$ cat src/rtl/uni_ctrl_mc_if.sv
// Control bus between the multicycle controller and its datapath/memory side.
// The controller takes the slave view: it receives the opcode and the memory
// handshake and drives every control strobe plus its state and retire count.
interface uni_ctrl_mc_if #(
  parameter int OP_W    = 6,
  parameter int ALUOP_W = 3,
  parameter int CNT_W   = 16
);
  logic [OP_W-1:0]    Op;
  logic               mem_ready;
  logic               PCWrite;
  logic               IRWrite;
  logic               IorD;
  logic               MemRead;
  logic               MemWrite;
  logic               MemToReg;
  logic               RegDst;
  logic               RegWrite;
  logic               ALUSrcA;
  logic               Branch;
  logic               BranchNE;
  logic               illegal;
  logic [1:0]         ALUSrcB;
  logic [ALUOP_W-1:0] ALUOp;
  logic [1:0]         PCSource;
  logic [3:0]         state;
  logic [CNT_W-1:0]   retired;

  modport master (
    output Op, mem_ready,
    input  PCWrite, IRWrite, IorD, MemRead, MemWrite, MemToReg, RegDst,
           RegWrite, ALUSrcA, Branch, BranchNE, illegal, ALUSrcB, ALUOp,
           PCSource, state, retired
  );

  modport slave (
    input  Op, mem_ready,
    output PCWrite, IRWrite, IorD, MemRead, MemWrite, MemToReg, RegDst,
           RegWrite, ALUSrcA, Branch, BranchNE, illegal, ALUSrcB, ALUOp,
           PCSource, state, retired
  );
endinterface

$ cat src/rtl/uni_ctrl_mc.sv
// Multicycle MIPS-style main controller: Moore FSM with registered control
// outputs, an opcode latched in DECODE, and a retired-instruction counter.
// Optional feature: define UNI_CTRL_MC_JUMP_EN to add the JUMP state (Op 000010);
// without it that opcode is flagged illegal and state 9 falls back to FETCH.
module uni_ctrl_mc #(
  parameter int OP_W    = 6,
  parameter int ALUOP_W = 3,
  parameter int CNT_W   = 16
) (
  input  logic         clk,
  input  logic         reset,
  uni_ctrl_mc_if.slave bus
);

  typedef enum logic [3:0] {
    FETCH  = 4'd0,
    DECODE = 4'd1,
    MEMADR = 4'd2,
    MEMRD  = 4'd3,
    MEMWB  = 4'd4,
    MEMWR  = 4'd5,
    EXEC   = 4'd6,
    ALUWB  = 4'd7,
    BRANCH = 4'd8,
    JUMP   = 4'd9
  } stateT;

  // Moore control word; fetchStb marks FETCH so IRWrite/PCWrite can be
  // qualified by mem_ready without registering the handshake.
  typedef struct packed {
    logic               pcWrite;
    logic               iorD;
    logic               memRead;
    logic               memWrite;
    logic               memToReg;
    logic               regDst;
    logic               regWrite;
    logic               aluSrcA;
    logic               branch;
    logic               branchNe;
    logic               fetchStb;
    logic [1:0]         aluSrcB;
    logic [ALUOP_W-1:0] aluOp;
    logic [1:0]         pcSource;
  } ctrlT;

  localparam logic [OP_W-1:0] OP_RTYPE = OP_W'(6'b000000);
  localparam logic [OP_W-1:0] OP_LW    = OP_W'(6'b100011);
  localparam logic [OP_W-1:0] OP_SW    = OP_W'(6'b101011);
  localparam logic [OP_W-1:0] OP_ADDI  = OP_W'(6'b001000);
  localparam logic [OP_W-1:0] OP_ANDI  = OP_W'(6'b001100);
  localparam logic [OP_W-1:0] OP_ORI   = OP_W'(6'b001101);
  localparam logic [OP_W-1:0] OP_SLTI  = OP_W'(6'b001010);
  localparam logic [OP_W-1:0] OP_BEQ   = OP_W'(6'b000100);
  localparam logic [OP_W-1:0] OP_BNE   = OP_W'(6'b000101);
  localparam logic [OP_W-1:0] OP_BGTZ  = OP_W'(6'b000111);
`ifdef UNI_CTRL_MC_JUMP_EN
  localparam logic [OP_W-1:0] OP_J     = OP_W'(6'b000010);
`endif

  localparam logic [ALUOP_W-1:0] ALU_ADD   = ALUOP_W'(3'b000);
  localparam logic [ALUOP_W-1:0] ALU_SUB   = ALUOP_W'(3'b001);
  localparam logic [ALUOP_W-1:0] ALU_FUNCT = ALUOP_W'(3'b010);
  localparam logic [ALUOP_W-1:0] ALU_AND   = ALUOP_W'(3'b100);
  localparam logic [ALUOP_W-1:0] ALU_OR    = ALUOP_W'(3'b101);
  localparam logic [ALUOP_W-1:0] ALU_GTZ   = ALUOP_W'(3'b110);
  localparam logic [ALUOP_W-1:0] ALU_SLT   = ALUOP_W'(3'b111);

  // Control word for a given state; op is the opcode held from DECODE.
  function automatic ctrlT decodeCtrl(input stateT st, input logic [OP_W-1:0] op);
    ctrlT c;
    c = '0;
    case (st)
      FETCH: begin
        c.memRead  = 1'b1;
        c.fetchStb = 1'b1;
        c.aluSrcB  = 2'b01;
        c.aluOp    = ALU_ADD;
      end
      DECODE: begin
        c.aluSrcB = 2'b11;
        c.aluOp   = ALU_ADD;
      end
      MEMADR: begin
        c.aluSrcA = 1'b1;
        c.aluSrcB = 2'b10;
        c.aluOp   = ALU_ADD;
      end
      MEMRD: begin
        c.memRead = 1'b1;
        c.iorD    = 1'b1;
      end
      MEMWR: begin
        c.memWrite = 1'b1;
        c.iorD     = 1'b1;
      end
      MEMWB: begin
        c.regWrite = 1'b1;
        c.memToReg = 1'b1;
      end
      EXEC: begin
        c.aluSrcA = 1'b1;
        if (op == OP_RTYPE) begin
          c.aluSrcB = 2'b00;
          c.aluOp   = ALU_FUNCT;
        end else begin
          c.aluSrcB = 2'b10;
          case (op)
            OP_ANDI: c.aluOp = ALU_AND;
            OP_ORI:  c.aluOp = ALU_OR;
            OP_SLTI: c.aluOp = ALU_SLT;
            default: c.aluOp = ALU_ADD;
          endcase
        end
      end
      ALUWB: begin
        c.regWrite = 1'b1;
        c.regDst   = (op == OP_RTYPE);
      end
      BRANCH: begin
        c.aluSrcA  = 1'b1;
        c.aluSrcB  = 2'b00;
        c.pcSource = 2'b01;
        c.branch   = 1'b1;
        case (op)
          OP_BNE: begin
            c.aluOp    = ALU_SUB;
            c.branchNe = 1'b1;
          end
          OP_BGTZ: c.aluOp = ALU_GTZ;
          default: c.aluOp = ALU_SUB;
        endcase
      end
`ifdef UNI_CTRL_MC_JUMP_EN
      JUMP: begin
        c.pcWrite  = 1'b1;
        c.pcSource = 2'b10;
      end
`endif
      default: ;
    endcase
    return c;
  endfunction

  stateT             state;
  stateT             nextState;
  logic [OP_W-1:0]   opHeld;
  logic [OP_W-1:0]   opHeldNext;
  logic [CNT_W-1:0]  retired;
  logic              retireNow;
  ctrlT              ctrlR;
  ctrlT              ctrlOut;

  // Next-state decode; the live opcode is only consulted in DECODE.
  always_comb begin
    nextState = FETCH;
    case (state)
      FETCH:  nextState = bus.mem_ready ? DECODE : FETCH;
      DECODE: begin
        case (bus.Op)
          OP_LW, OP_SW:                                nextState = MEMADR;
          OP_RTYPE, OP_ADDI, OP_ANDI, OP_ORI, OP_SLTI: nextState = EXEC;
          OP_BEQ, OP_BNE, OP_BGTZ:                     nextState = BRANCH;
`ifdef UNI_CTRL_MC_JUMP_EN
          OP_J:                                        nextState = JUMP;
`endif
          default:                                     nextState = FETCH;
        endcase
      end
      MEMADR: begin
        if (opHeld == OP_LW)      nextState = MEMRD;
        else if (opHeld == OP_SW) nextState = MEMWR;
        else                      nextState = FETCH;
      end
      MEMRD:  nextState = bus.mem_ready ? MEMWB : MEMRD;
      MEMWR:  nextState = bus.mem_ready ? FETCH : MEMWR;
      MEMWB:  nextState = FETCH;
      EXEC:   nextState = ALUWB;
      ALUWB:  nextState = FETCH;
      BRANCH: nextState = FETCH;
`ifdef UNI_CTRL_MC_JUMP_EN
      JUMP:   nextState = FETCH;
`endif
      default: nextState = FETCH;
    endcase
  end

  // An instruction retires on the edge that leaves its final state.
  always_comb begin
    retireNow = 1'b0;
    case (state)
      MEMWB, ALUWB, BRANCH: retireNow = 1'b1;
      MEMWR:                retireNow = bus.mem_ready;
`ifdef UNI_CTRL_MC_JUMP_EN
      JUMP:                 retireNow = 1'b1;
`endif
      default:              retireNow = 1'b0;
    endcase
  end

  assign opHeldNext = (state == DECODE) ? bus.Op : opHeld;

  // State, held opcode, retire count and the control word for the next state.
  always_ff @(posedge clk) begin
    if (reset) begin
      state   <= FETCH;
      opHeld  <= '0;
      retired <= '0;
      ctrlR   <= decodeCtrl(FETCH, '0);
    end else begin
      state  <= nextState;
      opHeld <= opHeldNext;
      if (retireNow) retired <= retired + CNT_W'(1);
      ctrlR  <= decodeCtrl(nextState, opHeldNext);
    end
  end

  // While reset is high the outputs show the FETCH word with no write strobes.
  always_comb begin
    ctrlOut = reset ? decodeCtrl(FETCH, '0) : ctrlR;
  end

  assign bus.PCWrite  = (ctrlOut.pcWrite | (ctrlOut.fetchStb & bus.mem_ready)) & ~reset;
  assign bus.IRWrite  = ctrlOut.fetchStb & bus.mem_ready & ~reset;
  assign bus.IorD     = ctrlOut.iorD;
  assign bus.MemRead  = ctrlOut.memRead;
  assign bus.MemWrite = ctrlOut.memWrite;
  assign bus.MemToReg = ctrlOut.memToReg;
  assign bus.RegDst   = ctrlOut.regDst;
  assign bus.RegWrite = ctrlOut.regWrite;
  assign bus.ALUSrcA  = ctrlOut.aluSrcA;
  assign bus.Branch   = ctrlOut.branch;
  assign bus.BranchNE = ctrlOut.branchNe;
  assign bus.ALUSrcB  = ctrlOut.aluSrcB;
  assign bus.ALUOp    = ctrlOut.aluOp;
  assign bus.PCSource = ctrlOut.pcSource;
  assign bus.illegal  = (state == DECODE) && (nextState == FETCH) && !reset;
  assign bus.state    = state;
  assign bus.retired  = retired;

endmodule
$ cat src/flat_wrapper.sv
// flat-port wrapper written by rule: the top's interface ports become plain ports
module uni_ctrl_mc_flat 
#(
  parameter int OP_W    = 6,
  parameter int ALUOP_W = 3,
  parameter int CNT_W   = 16
)
  (clk, reset, bus_Op, bus_mem_ready, bus_PCWrite, bus_IRWrite, bus_IorD, bus_MemRead, bus_MemWrite, bus_MemToReg, bus_RegDst, bus_RegWrite, bus_ALUSrcA, bus_Branch, bus_BranchNE, bus_illegal, bus_ALUSrcB, bus_ALUOp, bus_PCSource, bus_state, bus_retired);
  uni_ctrl_mc_if #(.OP_W(OP_W), .ALUOP_W(ALUOP_W), .CNT_W(CNT_W)) bus_i ();
  input  logic clk;
  input  logic reset;
  input wire logic [$bits(bus_i.Op)-1:0] bus_Op;
  input wire logic [$bits(bus_i.mem_ready)-1:0] bus_mem_ready;
  output wire logic [$bits(bus_i.PCWrite)-1:0] bus_PCWrite;
  output wire logic [$bits(bus_i.IRWrite)-1:0] bus_IRWrite;
  output wire logic [$bits(bus_i.IorD)-1:0] bus_IorD;
  output wire logic [$bits(bus_i.MemRead)-1:0] bus_MemRead;
  output wire logic [$bits(bus_i.MemWrite)-1:0] bus_MemWrite;
  output wire logic [$bits(bus_i.MemToReg)-1:0] bus_MemToReg;
  output wire logic [$bits(bus_i.RegDst)-1:0] bus_RegDst;
  output wire logic [$bits(bus_i.RegWrite)-1:0] bus_RegWrite;
  output wire logic [$bits(bus_i.ALUSrcA)-1:0] bus_ALUSrcA;
  output wire logic [$bits(bus_i.Branch)-1:0] bus_Branch;
  output wire logic [$bits(bus_i.BranchNE)-1:0] bus_BranchNE;
  output wire logic [$bits(bus_i.illegal)-1:0] bus_illegal;
  output wire logic [$bits(bus_i.ALUSrcB)-1:0] bus_ALUSrcB;
  output wire logic [$bits(bus_i.ALUOp)-1:0] bus_ALUOp;
  output wire logic [$bits(bus_i.PCSource)-1:0] bus_PCSource;
  output wire logic [$bits(bus_i.state)-1:0] bus_state;
  output wire logic [$bits(bus_i.retired)-1:0] bus_retired;
  assign bus_i.Op = bus_Op;
  assign bus_i.mem_ready = bus_mem_ready;
  assign bus_PCWrite = bus_i.PCWrite;
  assign bus_IRWrite = bus_i.IRWrite;
  assign bus_IorD = bus_i.IorD;
  assign bus_MemRead = bus_i.MemRead;
  assign bus_MemWrite = bus_i.MemWrite;
  assign bus_MemToReg = bus_i.MemToReg;
  assign bus_RegDst = bus_i.RegDst;
  assign bus_RegWrite = bus_i.RegWrite;
  assign bus_ALUSrcA = bus_i.ALUSrcA;
  assign bus_Branch = bus_i.Branch;
  assign bus_BranchNE = bus_i.BranchNE;
  assign bus_illegal = bus_i.illegal;
  assign bus_ALUSrcB = bus_i.ALUSrcB;
  assign bus_ALUOp = bus_i.ALUOp;
  assign bus_PCSource = bus_i.PCSource;
  assign bus_state = bus_i.state;
  assign bus_retired = bus_i.retired;
  uni_ctrl_mc #(.OP_W(OP_W), .ALUOP_W(ALUOP_W), .CNT_W(CNT_W)) u_core (.clk(clk), .reset(reset), .bus(bus_i));
endmodule
$ cat config.mk
export PLATFORM = sky130hd
export DESIGN_NAME = uni_ctrl_mc_flat
export DESIGN_NICKNAME = d
export VERILOG_FILES = /design/src/rtl/uni_ctrl_mc_if.sv /design/src/rtl/uni_ctrl_mc.sv /design/src/flat_wrapper.sv
export SDC_FILE = /design/constraint.sdc
export NUM_CORES = 1
export LEC_CHECK = 0
export BUFFER_PORTS_ARGS = -buffer_cell sky130_fd_sc_hd__buf_2
export CORE_ASPECT_RATIO = 1.5
export CORE_MARGIN = 3
export CORE_UTILIZATION = 46
export DETAILED_ROUTE_END_ITERATION = 6
export HOLD_SLACK_MARGIN = 0.08
export PLACE_DENSITY = 0.7
export SLEW_MARGIN = 20
export SYNTH_ARGS = -nofsm -noshare
export SYNTH_HDL_FRONTEND = slang
export SYNTH_SLANG_ARGS = --single-unit
$ cat constraint.sdc
create_clock -name clk -period 3.5 [get_ports clk]
set_input_delay 0 -clock clk [delete_from_list [all_inputs] [get_ports clk]]
set_output_delay 0 -clock clk [all_outputs]
set_load 0.01 [all_outputs]
-- After elaboration in Yosys (flattened, before gate mapping)
Index checks and enable logic that the tools add are counted.
- register bits after elaboration: 43
- logic and storage cells: 97
- output and inout bits: 39
- input port bits: 9
- reductions and logical operators: 17
- muxes and demuxes: 24
- add/sub/neg operators: 1
- bitwise gates (word level): 7
- equality and inequality tests: 32
- operators with widths (cell ; number):
    $eq A6 B4 Y1 const B ; 7
    $eq A4 B3 Y1 const B ; 8
    $eq A6 B3 Y1 const B ; 5
    $pmux W5 S5 ; 1
    $eq A6 B6 Y1 const B ; 4
    $pmux W4 S6 ; 1
    $mux W18 ; 1
    $add A16 B1 Y16 const B ; 1
    $eq A4 B2 Y1 const B ; 4
    $logic_not A6 Y1 ; 2
    $mux W3 ; 4
    $pmux W4 S3 ; 1
    $reduce_or A2 Y1 ; 6
    $mux W1 ; 10
    $pmux W3 S3 ; 1
    $reduce_or A3 Y1 ; 3
    $eq A4 B1 Y1 const B ; 2
    $eq A4 B4 Y1 const B ; 2
    $logic_not A4 Y1 ; 2
    $mux W6 ; 1
    $mux W5 ; 1
    $reduce_or A5 Y1 ; 1
    $mux W4 ; 1
    $and A1 B1 Y1 ; 3
    other kinds (6) ; 9

-- Depth between registers and ports, before layout
- depth in word-level cells: 7
- mapped depth: 8
- mapped depth without buffers: 5

-- Worst setup path before layout
OpenSTA, ideal clock, no wires.
- kind: reg-to-reg
- start point: register u_core.state[0] (netlist: u_core.bus.state[0])
- end point: register u_core.ctrlR[6] (netlist name)
- setup slack: 1.220 ns
- arrival time: 2.148 ns
- period minus slack after synthesis: 2.280 ns
- library setup time: 0.132 ns
- buffers on the path: 3
- stages on the path, launching flop included: 9
- data required time: 3.368 ns
- path through: dfxtp_1 > clkbuf_2 > or4b_1 > buf_2 > or3_1 > buf_2 > o41a_1 > a32oi_1 > a21oi_1
- cells in the longest elaborated chain, start to end: 5
- elaborated cells on any way between the ends: 16
- RTL lines (element ; RTL line ; source):
    from (decl) ; uni_ctrl_mc.sv:145 ; stateT state;
    from (signal assigned) ; uni_ctrl_mc.sv:211 ; state <= nextState;
    branches (longest 4 deep; another with $pmux W4 S6) ; -- ;
    $pmux W5 S5 (*) ; uni_ctrl_mc.sv:73 ; case (st)
    to (signal assigned) ; uni_ctrl_mc.sv:209 ; ctrlR <= decodeCtrl(FETCH, '0);
    to (signal assigned) ; uni_ctrl_mc.sv:214 ; ctrlR <= decodeCtrl(nextState, opHeldNext);
    to (decl) ; uni_ctrl_mc.sv:151 ; ctrlT ctrlR;
Every way passes the cells marked *.
A chain may end at the register's enable or synchronous reset.

-- Worst setup path in the final report
- start point: register u_core.state[0] (netlist: u_core.bus.state[0])
- end point: output bus_illegal
- cells in the longest elaborated chain, start to end: 5
- elaborated cells on any way between the ends: 10
- RTL lines (element ; RTL line ; source):
    $eq A4 B3 Y1 (tied with other cells) ; uni_ctrl_mc.sv:157 ; case (state)
    $pmux W4 S6 ; uni_ctrl_mc.sv:157 ;
    $logic_not A4 Y1 ; uni_ctrl_mc.sv:237 ; assign bus.illegal = (state == DECODE) && (nextState == FETCH) && !reset;
    $logic_and A1 B1 Y1 (*) (2 in a row) ; uni_ctrl_mc.sv:237 ;
    to (decl) ; flat_wrapper.sv:25 ; output wire logic [$bits(bus_i.illegal)-1:0] bus_illegal;
Mark *: on every way between the ends. The rest lies on a longest branch, timed or not.

==> flow_metrics.env <==
export IMPL_antenna_found_initial=0
export IMPL_relSlewSlack_pct=41.0
export IMPL_antenna_cells=0
export IMPL_grt_max_degree=53
export IMPL_synth_seq_cells=41
export IMPL_die_h_um=87.4
export IMPL_cts_resized=0
export IMPL_cts_tree="done"
export IMPL_fmax_mhz=379
export IMPL_grt_total_usage_pct=18.5
export IMPL_start_util_pct=47.8
export IMPL_arrival_ps=2640
export IMPL_ys_warn_count=0
export IMPL_netlist_area_mm2=0.00203
export IMPL_totalNegativeSetupSlack_ps=0
export IMPL_holdBufCountCts=7
export IMPL_post_route_period_util_pct=75.4
export IMPL_clockBufferDepth=2
export IMPL_worstMarginPinSlew_ps=885
export IMPL_wire_per_inst_um=13.6
export IMPL_finClkSkew_ps=5.64
export IMPL_reg2reg_from="u_core.bus.state[0]"
export IMPL_via_per_inst=5.58
export IMPL_min_delay_start="reset"
export IMPL_vdd_drop_max_uv=311
export IMPL_leakage_nw=0.992
export IMPL_root_buffer="clkbuf_8"
export IMPL_syn_to_final_growth_pct=19.2
export IMPL_final_net_count=292
export IMPL_start_kind="register"
export IMPL_dr_first_iter_drc_count=71
export IMPL_synth_main_ff_cell="dfxtp_1"
export IMPL_async_flop_share_pct=0
export IMPL_synthCells=239
export IMPL_dp_hpwl_mm=3.14
export IMPL_clk_latency_ps=290
export IMPL_grt_overflow_total=0
export IMPL_worstSetupPathType="reg -> out"
export IMPL_required_ps=3500
export IMPL_drtAntennaViolNets=0
export IMPL_grt_first_pass_wirelength_mm=7.40
export IMPL_hold_class="in -> reg"
export IMPL_syn_num_nets=249
export IMPL_drv_cap=0
export IMPL_post_cts_buffers=0
export IMPL_numCtsBuffers=5
export IMPL_instances_no_fill=329
export IMPL_synth_edff_count=0
export IMPL_firstDrtPassIters=6
export IMPL_core_mm2=0.00425
export IMPL_drc=0
export IMPL_crit_start="u_core.bus.state[0]"
export IMPL_num_rows=29
export IMPL_clk_pin_slew_ps=80
export IMPL_io_buffer_count=46
export IMPL_setup_worst_path_end_class="output port"
export IMPL_ys_seq_area_share_pct=40.4
export IMPL_finalHoldViolCount=0
export IMPL_die_area_mm2=0.00526
export IMPL_htree_levels=2
export IMPL_power_density_mw_per_mm2=395
export IMPL_wl_mm=4.49
export IMPL_fin_crit_ps=2640
export IMPL_clkSinkCount=41
export IMPL_ys_types=54
export IMPL_outcome="complete, no violations"
export IMPL_cp_max_fo=11
export IMPL_drive_above_1_share_pct=21.9
export IMPL_dr_total_vias=1835
export IMPL_grt_pass1_vias=1678
export IMPL_place_congestion=0.850
export IMPL_rsz0062_at_grt="no"
export IMPL_finalSetupViolCount=0
export IMPL_io_pins=48
export IMPL_syn_avg_cell_area_um2=8.50
export IMPL_slew_violations=0
export IMPL_place_inst=314
export IMPL_die_width_um=60.3
-- synthesized netlist by cell type, types with 3 or more instances --
cell type,n,area share (%)
a21oi_1,10,2.5
nor3b_1,3,1.1
dfxtp_1,41,40
and2_1,3,0.92
inv_1,5,0.92
o21ai_0,6,1.5
buf_2,4,0.99
or3_1,3,0.92
nand2b_1,4,1.2
nand2_1,20,3.7
nand4_1,3,0.92
nor3_1,13,3.2
clkbuf_1,8,1.5
buf_4,3,1.1
nor4b_1,8,3.5
or2_2,4,1.2
nand3_1,3,0.74
nor2_1,24,4.4
xnor2_1,14,6.0
nor2b_1,16,4.9
a32oi_1,3,1.3
-- power breakdown --
| part | leakage [nW] | total [mW] | switching, mW | internal [mW] |
|---|---|---|---|---|
| Sequential | 0.332 | 0.481 | 0.00699 | 0.474 |
| Clock | 0.0585 | 0.393 | 0.161 | 0.232 |
| Combinational | 0.602 | 0.0805 | 0.0467 | 0.0338 |
-- stage by stage --
stage	area, um2	hold slack, ps	util [%]	total power, mW	worst slack (ps)
4_1_cts	2420	315	57.0	0.964	861
6_report	2420	313	57.0	0.955	860
3_3_place_gp	2230	286	52.6	0.565	1140
2_1_floorplan	2030	136	-	0.546	1220
3_5_place_dp	2230	292	52.6	0.566	1090
5_1_grt	2420	354	57.0	0.994	744
-- final cells by class --
class                      instances  area [um2]
clock buffer                       7        86.3
clock inverter                     1        30.0
fill                             409        1830
inverter                           5        18.8
multi-input combinational        175        1100
sequential                        41         821
tap                               46        57.6
timing repair buffer              54         308
-- worst paths after layout --
path / depth (start not counted) / slack [ps] / to
hold / removal: 2 / 310 / u_core.bus.retired[4]
hold reg to reg: 2 / 490 / u_core.opHeld[4]
setup / recovery: 5 / 860 / bus_illegal
setup reg to reg: 5 / 1060 / u_core.ctrlR[6]
-- layout by cell type (no fill, tap or decap), types with 3 or more instances in the layout --
cell,Yosys,final
nor3_1,13,13
or3_1,3,3
a32oi_1,3,3
nor4b_1,8,8
nand4_1,3,3
xnor2_1,14,14
nand2_1,20,20
nand2b_1,4,4
nor2b_1,16,16
buf_2,4,46
a21oi_1,10,10
o21ai_0,6,6
dlygate4sd3_1,0,7
inv_1,5,5
dfxtp_1,41,41
and2_1,3,3
or2_2,4,4
clkbuf_8,0,6
nor2_1,24,24
nand3_1,3,3
nor3b_1,3,3
-- worst max-delay path, stage by stage, from the launching register on --
cell and delay (ps):
dfxtp_1 490, or4b_1 640, or3_1 490, or2_2 380, nor4b_1 160, buf_2 190
-- per-layer routing --
metal / part of all wire [%] / wire length [um] / global-route usage (%)
met1: 42 / 1860 / 20.3
met2: 50 / 2250 / 30.7
met3: 6.0 / 269 / 5.64
met4: 2.5 / 110 / 10.3
met5: 0 / 0 / 0
-- registers in the layout, indices dropped and copies added, names as in the netlist --
signal / flops
u_core.bus.state: 4
u_core.opHeld: 6
u_core.ctrlR: 15
u_core.bus.retired: 16
-- kinds of logic (layout without fill, tap and decap cells) --
| logic type | Yosys count | after routing | synth area share [%] |
|---|---|---|---|
| XOR/XNOR | 15 | 15 | 6.47 |
| AND/OR/NAND/NOR | 120 | 120 | 33.5 |
| flip-flops | 41 | 41 | 40.4 |
| buffers and inverters | 23 | 67 | 5.48 |
| multiplexers | 3 | 3 | 1.54 |
| adder cells (fa/ha/maj) | 1 | 1 | 0.616 |
| AO/OA/AOI/OAI | 35 | 35 | 11.8 |
| other | 1 | 1 | 0.185 |
(Power assumes the default switching activity.)
